[config.mk]
export PLATFORM = sky130hd
export DESIGN_NAME = jtframe_ps2_rx
export DESIGN_NICKNAME = d
export VERILOG_FILES = /design/src/rtl/jtframe_ps2_rx.sv
export SDC_FILE = /design/constraint.sdc
export NUM_CORES = 1
export LEC_CHECK = 0
export CORE_ASPECT_RATIO = 1.5
export CORE_MARGIN = 2
export CORE_UTILIZATION = 55
export CTS_BUF_LIST = sky130_fd_sc_hd__clkbuf_2 sky130_fd_sc_hd__clkbuf_4 sky130_fd_sc_hd__clkbuf_8
export CTS_CLUSTER_DIAMETER = 200
export DETAILED_ROUTE_END_ITERATION = 6
export HOLD_SLACK_MARGIN = 0.05
export PLACE_DENSITY = 0.78
export SETUP_SLACK_MARGIN = 0.05
export SLEW_MARGIN = 25
export SYNTH_ARGS = -nofsm -noshare
export SYNTH_HDL_FRONTEND = slang
export SYNTH_SLANG_ARGS = --single-unit
[constraint.sdc]
create_clock -name clk -period 2.2 [get_ports clk]
set_input_delay 0.22 -clock clk [delete_from_list [all_inputs] [get_ports clk]]
set_output_delay 0.22 -clock clk [all_outputs]
set_load 0.01 [all_outputs]
[src/rtl/jtframe_ps2_rx.sv]
// PS/2 device-to-host receiver: deglitches clock/data, deserialises 11-bit frames
// and folds E0/F0 prefixes into extended/released flags on each key event.
module jtframe_ps2_rx #(
   parameter int unsigned FILTER  = 8,
   parameter int unsigned TOUTW   = 17,
   parameter int unsigned TIMEOUT = 96000
) (
   input  logic       clk,
   input  logic       rst_n,
   input  logic       ps2_clk,
   input  logic       ps2_data,
   output logic [7:0] raw_data,
   output logic       raw_valid,
   output logic [7:0] key_code,
   output logic       key_extended,
   output logic       key_released,
   output logic       key_valid,
   output logic       parity_err,
   output logic       frame_err
);

   localparam logic [7:0]       FILT_LAST = 8'(FILTER - 1);
   localparam logic [TOUTW-1:0] TMO_LAST  = TOUTW'(TIMEOUT - 1);
   localparam logic [7:0]       CODE_EXT  = 8'hE0;
   localparam logic [7:0]       CODE_REL  = 8'hF0;

   typedef enum logic [1:0] {
      ST_IDLE,
      ST_DATA,
      ST_PARITY,
      ST_STOP
   } state_t;

   // ------------------------------------------------------------------
   // Input conditioning
   // ------------------------------------------------------------------
   logic       clk_meta_q, clk_sync_q, dat_meta_q, dat_sync_q;
   logic [7:0] clk_cnt_q, clk_cnt_d, dat_cnt_q, dat_cnt_d;
   logic       clk_filt_q, clk_filt_d, dat_filt_q, dat_filt_d;
   logic       clk_filt_dly_q;
   logic       fall_q, fall_d;
   logic       dat_smp_q;

   always_comb begin
      clk_cnt_d  = '0;
      clk_filt_d = clk_filt_q;
      dat_cnt_d  = '0;
      dat_filt_d = dat_filt_q;
      // Any sample that agrees with the filtered level restarts the run.
      if (clk_sync_q != clk_filt_q) begin
         if (clk_cnt_q == FILT_LAST) clk_filt_d = clk_sync_q;
         else                        clk_cnt_d  = clk_cnt_q + 8'd1;
      end
      if (dat_sync_q != dat_filt_q) begin
         if (dat_cnt_q == FILT_LAST) dat_filt_d = dat_sync_q;
         else                        dat_cnt_d  = dat_cnt_q + 8'd1;
      end
      fall_d = clk_filt_dly_q & ~clk_filt_q;
   end

   always_ff @(posedge clk or negedge rst_n) begin
      if (!rst_n) begin
         // NOTE: both lines idle high, so the synchroniser and filter reset to 1;
         // resetting them to 0 would fake a rising edge right after reset.
         clk_meta_q     <= 1'b1;
         clk_sync_q     <= 1'b1;
         dat_meta_q     <= 1'b1;
         dat_sync_q     <= 1'b1;
         clk_cnt_q      <= '0;
         dat_cnt_q      <= '0;
         clk_filt_q     <= 1'b1;
         dat_filt_q     <= 1'b1;
         clk_filt_dly_q <= 1'b1;
         fall_q         <= 1'b0;
         dat_smp_q      <= 1'b1;
      end else begin
         clk_meta_q     <= ps2_clk;
         clk_sync_q     <= clk_meta_q;
         dat_meta_q     <= ps2_data;
         dat_sync_q     <= dat_meta_q;
         clk_cnt_q      <= clk_cnt_d;
         dat_cnt_q      <= dat_cnt_d;
         clk_filt_q     <= clk_filt_d;
         dat_filt_q     <= dat_filt_d;
         clk_filt_dly_q <= clk_filt_q;
         fall_q         <= fall_d;
         dat_smp_q      <= dat_filt_q;
      end
   end

   // ------------------------------------------------------------------
   // Frame state machine, prefix decode and timeout
   // ------------------------------------------------------------------
   state_t           state_q;
   logic [2:0]       bit_cnt_q;
   logic [7:0]       shift_q;
   logic             par_q;
   logic [TOUTW-1:0] timer_q;
   logic             ext_pend_q, rel_pend_q;
   logic [7:0]       raw_data_q, key_code_q;
   logic             raw_valid_q, key_valid_q, key_extended_q, key_released_q;
   logic             parity_err_q, frame_err_q;
   logic             par_ok;

   assign par_ok = ^{shift_q, par_q};

   always_ff @(posedge clk or negedge rst_n) begin
      if (!rst_n) begin
         state_q        <= ST_IDLE;
         bit_cnt_q      <= '0;
         shift_q        <= '0;
         par_q          <= 1'b0;
         timer_q        <= '0;
         ext_pend_q     <= 1'b0;
         rel_pend_q     <= 1'b0;
         raw_data_q     <= '0;
         key_code_q     <= '0;
         raw_valid_q    <= 1'b0;
         key_valid_q    <= 1'b0;
         key_extended_q <= 1'b0;
         key_released_q <= 1'b0;
         parity_err_q   <= 1'b0;
         frame_err_q    <= 1'b0;
      end else begin
         // NOTE: pulse outputs default low every cycle; the branches below only
         // raise them, which guarantees one-cycle pulses without extra clears.
         raw_valid_q  <= 1'b0;
         key_valid_q  <= 1'b0;
         parity_err_q <= 1'b0;
         frame_err_q  <= 1'b0;
         case (state_q)
            ST_IDLE: begin
               timer_q <= '0;
               if (fall_q && !dat_smp_q) begin
                  state_q   <= ST_DATA;
                  bit_cnt_q <= '0;
               end
            end
            default: begin
               if (fall_q) begin
                  timer_q <= '0;
                  case (state_q)
                     ST_DATA: begin
                        shift_q   <= {dat_smp_q, shift_q[7:1]};
                        bit_cnt_q <= bit_cnt_q + 3'd1;
                        if (bit_cnt_q == 3'd7) state_q <= ST_PARITY;
                     end
                     ST_PARITY: begin
                        par_q   <= dat_smp_q;
                        state_q <= ST_STOP;
                     end
                     default: begin
                        state_q <= ST_IDLE;
                        if (!dat_smp_q) begin
                           frame_err_q <= 1'b1;
                           ext_pend_q  <= 1'b0;
                           rel_pend_q  <= 1'b0;
                        end else if (!par_ok) begin
                           parity_err_q <= 1'b1;
                           ext_pend_q   <= 1'b0;
                           rel_pend_q   <= 1'b0;
                        end else begin
                           raw_valid_q <= 1'b1;
                           raw_data_q  <= shift_q;
                           if (shift_q == CODE_EXT) begin
                              ext_pend_q <= 1'b1;
                           end else if (shift_q == CODE_REL) begin
                              rel_pend_q <= 1'b1;
                           end else begin
                              key_valid_q    <= 1'b1;
                              key_code_q     <= shift_q;
                              key_extended_q <= ext_pend_q;
                              key_released_q <= rel_pend_q;
                              ext_pend_q     <= 1'b0;
                              rel_pend_q     <= 1'b0;
                           end
                        end
                     end
                  endcase
               end else if (timer_q == TMO_LAST) begin
                  // Counting from 0 after the last edge, this fires TIMEOUT cycles later.
                  state_q     <= ST_IDLE;
                  timer_q     <= '0;
                  frame_err_q <= 1'b1;
                  ext_pend_q  <= 1'b0;
                  rel_pend_q  <= 1'b0;
               end else if (timer_q != '1) begin
                  timer_q <= timer_q + 1'b1;
               end
            end
         endcase
      end
   end

   assign raw_data     = raw_data_q;
   assign raw_valid    = raw_valid_q;
   assign key_code     = key_code_q;
   assign key_extended = key_extended_q;
   assign key_released = key_released_q;
   assign key_valid    = key_valid_q;
   assign parity_err   = parity_err_q;
   assign frame_err    = frame_err_q;

endmodule

Word level (Yosys, flattened, before mapping)
Cells that the tools add are included.

Div/mod/pow operators: 0. Bitwise gates (word level): 6. Multiplexer cells: 53. $add $sub $neg: 4. Magnitude comparators: 0. Multipliers: 0. Reduce and logical (&&, ||, !) cells: 20. Eq/ne operators: 16. Shift operators: 0.

Operator list (count): 17-bit two-way mux (4); 1-bit two-way mux (35); 8-bit two-way mux (4); 17-bit by 1-bit adder with 17-bit output (second input constant) (1); 17-bit equality test (second input constant) (1); 17-bit inequality test (second input constant) (1); 8-bit by 1-bit adder with 8-bit output (second input constant) (2); 8-bit by 3-bit equality test with 1-bit output (second input constant) (2); 8-bit equality test (second input constant) (2); 3-bit two-way mux (4); 3-bit AND reduction (4); 2-bit two-way mux (5); 9-bit XOR reduction (1); 4-bit inequality test (second input constant) (2); 4-bit AND reduction (2); 7-bit AND reduction (1); 2-bit nonzero test (3); 5-bit inequality test (second input constant) (1); 1-bit NOT (5); 5-bit AND reduction (1); 2-bit inequality test (second input constant) (2); 2-bit case mux with 2 select lines (1); 2-bit AND reduction (2); 4-bit nonzero test (1); 11 further kinds (12).

Register bits after elaboration: 80. Bits in read-only memories: 0. Bits of input ports: 4. Memory bits (writable): 0. Memories: 0. Latch bits: 0. Output and inout port bits: 22.

Logic depth before layout (Yosys ltp)
Depth in word-level cells: 8. Depth in mapped cells: 11. Mapped depth without buffers: 10.

Worst setup path before layout
OpenSTA, ideal clock, no wires.

Path kind: reg2reg. From: reg timer_q[0]. To: reg timer_q[10]. Arrival time: 2.206 ns. Path buffers: 1. Cell stages (with the launch flop): 12. Required time: 2.068 ns. Period minus slack after synthesis: 2.338 ns. Setup slack: -0.138 ns. Cells stage by stage: dfrtp_1 ha_1 nand4_1 nor3_1 and3_1 ha_1 clkbuf_1 nor2b_1 nor3b_1 and4_1 xnor2_1 nor2_1.

Cells in the longest elaborated chain, start to end: 5.

RTL lines: from (decl) (RTL line 98) `logic [TOUTW-1:0] timer_q;`; from (signal assigned) (RTL line 188) `timer_q <= timer_q + 1'b1;`; 17-bit by 1-bit adder with 17-bit output (RTL line 188); 17-bit two-way mux (RTL line 187) `end else if (timer_q != '1) begin`; 17-bit two-way mux (RTL line 180) `end else if (timer_q == TMO_LAST) begin`; 17-bit two-way mux (RTL line 140) `if (fall_q) begin`; 17-bit two-way mux (RTL line 131) `case (state_q)`.

Several ways; a longest one is shown, not always the timed one. The select of a mux whose other input is x is not followed. A chain may end at the register's enable or synchronous reset.

Worst setup path after layout
From: reg timer_q[1]. To: reg timer_q[15].

Same word-level chain as after synthesis.

==> results.md <==
- Initial Utilization: 0.560
- Max Cap Viol: 0
- Input/output buffers: 25
- Xor and xnor area share after synthesis: 0.0933
- Synthesized area per cell: 12.0 µm²
- Max Root-Sink Buffers: 2
- Synthesized cell area: 0.00361 mm²
- Internal cell power: 2.58 mW
- CTS sink cnt: 80
- Initial antenna violation count: 0
- CTS Buf Count: 9
- Final min period: 2.06 ns
- Main combinational cell family by area after synthesis: simple AND/OR/NAND/NOR gates
- Most frequent cells in the layout: dfrtp_1 (72), nor2_1 (40), buf_4 (25), clkdlybuf4s50_1 (24), mux2_2 (19)
- CP bufs+invs: 0
- Area post-placement: 0.00412 mm²
- # diodes: 0
- Slew HR: 0.638
- Fraction of layout cells with a size suffix above 1: 0.256
- Clock share of power: 0.307
- Commonest non-fill, non-tap cell in the layout: dfrtp_1
- Iter 0 DRT Violations: between 100 and 150
- Row cnt: 36
- Via count: 2,311
- CP required: between 2 and 2.5 ns
- Clk_lat worst skew: between 0.3 and 0.4 ns
- # setup viols final: 0
- Actual slew at the worst max-slew pin: 0.543 ns
- Die Ht: between 100 and 150 µm
- CTS tree: built
- Arr. time, crit path: ~2.3 ns
- Peak Freq: 485 MHz
- Synth unique cells: 43
- Unrepaired setup endpoints after global routing: true
- CP max FO: 4
- Final Hold Slack: 0.272 ns
- Clk pin slew, worst setup/hold paths: 0.08 ns
- Synthesized Nets: 315
- Synth Area in Simple Gates: 0.155
- DP HPWL: 4460 µm
- # nets final: 370
- Critical path, cell by cell: ha_2 > nand4_1 > nor3_4 > and3_4 > ha_4 > nand3b_1 > nor3_4 > nand4_1 > xor2_1 > nor2_1
- Largest net degree at the start of global routing: 42
- Vias per cell: 5.30
- Post-Route Setup TNS: 0 ns
- Max-slew violation count: 0
- Clock root buffer: clkbuf_8
- Post-DR wirelength/cell: 14.4 µm
- Top Ports: 26
- Slowest-stage cell, CP: dfrtp_1
- First-pass GRT wire length: 10,700 µm
- Max VDD drop: 0.000571 V
- Final wirelength: 6260 µm
- Max incr delay on CP: 0.39 ns
- Core box area: 0.00644 mm²
- Routability cong.: 0.775
- Leakage: 2.12 nW
- Sw Ratio: 0.293
- Combinational Power Share: 0.204
- Post-DRT Antenna Nets: 0
- Critical path type: reg -> reg
- Kind of end point of the critical path: register
- Reg power frac: 0.489
- Worst hold path type: in -> reg
- Total power: approximately 3.6 mW
- Synthesized instance count: 300
- Final Non-Filler Cells: 436
- Place WS: 0.0528 ns
- Total Routing Usage GR: 0.193
- GRT overflow: 0
- Post-synthesis compound-gate area fraction: 0.0406
- Fin util: 0.682
- FF+latch count, synth: 80
- Area growth, synth to finish: 21.9%
- Worst Slack Setup Final: 0.139 ns
- Register area share after synthesis: 0.558
- Die area: 0.00723 mm²
- Clock Skew: 0.0120 ns
- Pre-antenna DRT Iters: 4
- Tcrit/Tclk final: 0.937
- Vias in the first global route: approximately 2,300
- Net Sw Power: between 1 and 1.5 mW
- Fin. Hold Viols: 0
- H-tree levels: 3
- Cell area after layout: about 0.0044 mm²
- Status: finished, final reports clean
- DRC viols: 0
- DP Cell Count: approximately 420
- Die Width: 70.1 µm
- Mux cell area share after synthesis: 0.0989
- Startpoint types: register
- Crit path max-delay family: simple AND/OR/NAND/NOR gates
- Synth warnings: 0
- Power Density: 829 mW/mm²
- Synthesized-area fraction occupied by adder cells: 0.0382
## routing by layer
metal | share of wire | wire length (µm) | global-route usage
met1 | 0.43 | 2670 | 0.225
met5 | 0 | 0 | 0
met3 | 0.026 | 161 | 0.0581
met2 | 0.53 | 3300 | 0.332
met4 | 0.022 | 136 | 0.0873
## final timing paths
kind / from / cells after the start / slack, ns / to
setup / recovery: timer_q[1] / 10 / 0.14 / timer_q[15]
hold / removal: ps2_clk / 1 / 0.27 / clk_meta_q
setup reg to reg: timer_q[1] / 10 / 0.14 / timer_q[15]
hold reg to reg: dat_meta_q / 0 / 0.36 / dat_sync_q
max in group asynchronous: rst_n / 3 / 1.16 / clk_filt_dly_q
min in group asynchronous: rst_n / 2 / 0.38 / dat_cnt_q[7]
## area by class of cell
type	instances	area (µm²)
clock buffers	13	166
clock inverters	3	40.0
fillers	490	2050
inverters	6	22.5
multi-input cells	207	1600
flip-flops and latches	80	2010
well taps	76	95.1
repair buffers	51	458
## synthesized netlist by cell type (all sizes together)
master | count | area share
dfrtp | 72 | 0.50
nor2 | 40 | 0.042
mux2 | 25 | 0.084
xor2 | 18 | 0.044
nand2 | 15 | 0.016
nand3 | 15 | 0.021
xnor2 | 15 | 0.036
ha | 11 | 0.038
nor2b | 10 | 0.017
dfstp | 8 | 0.058
and3 | 6 | 0.010
clkbuf | 6 | 0.0062
inv | 6 | 0.0062
a22o | 4 | 0.011
a31oi | 4 | 0.0069
mux2i | 4 | 0.015
nor3 | 4 | 0.0056
a21oi | 3 | 0.0042
nand4 | 3 | 0.0052
nand4b | 3 | 0.0073
nor4 | 3 | 0.0052
o21ai | 3 | 0.0042
or2 | 3 | 0.0052
and4 | 2 | 0.0049
o21a | 2 | 0.0042
or4 | 2 | 0.0042
a211o | 1 | 0.0024
a31o | 1 | 0.0024
a32o | 1 | 0.0028
a41o | 1 | 0.0028
and2 | 1 | 0.0017
and2b | 1 | 0.0021
buf | 1 | 0.0031
nand2b | 1 | 0.0017
nand3b | 1 | 0.0021
nor3b | 1 | 0.0021
or3b | 1 | 0.0024
xnor3 | 1 | 0.0066
xor3 | 1 | 0.0066
## timing repair
item,CTS,global route
pin swaps,1,7
setup buffers,0,3
hold buffers,1,0
gates cloned,0,0
endpoints found under the setup margin,5,18
gates resized for setup,2,6
hold endpoints to repair,36,0
## power groups by stage
stage / clock network (mW) / logic [mW] / registers (mW)
after floorplan: 0 / 0.528 / 1.77
after global placement: 0 / 0.721 / 1.80
after detailed placement: 0 / 0.739 / 1.81
after CTS: 1.14 / 0.745 / 1.78
after global routing: 1.20 / 0.849 / 1.80
final: 1.12 / 0.743 / 1.78
## cell families after synthesis
family,count (synthesis)
fa+ha+maj,11
compound gates,20
simple gates,112
flops,80
mux,29
buf+inv,13
xor+xnor,35
## state kept, by name (all words and copies together), names as in the netlist, 2 cells and up
register,flops
raw_data,8
state_q,2
dat_cnt_q,8
key_code,8
bit_cnt_q,3
clk_cnt_q,8
timer_q,17
shift_q,8
## worst register-to-register path, stage by stage, from the launching register on
cell and delay [ns]:
dfrtp_1 0.39, ha_2 0.19, nand4_1 0.11, nor3_4 0.06
and3_4 0.15, ha_4 0.16, nand3b_1 0.24, nor3_4 0.27
nand4_1 0.14, xor2_1 0.17, nor2_1 0.05
Note: power is estimated with default switching activity, not from simulation.
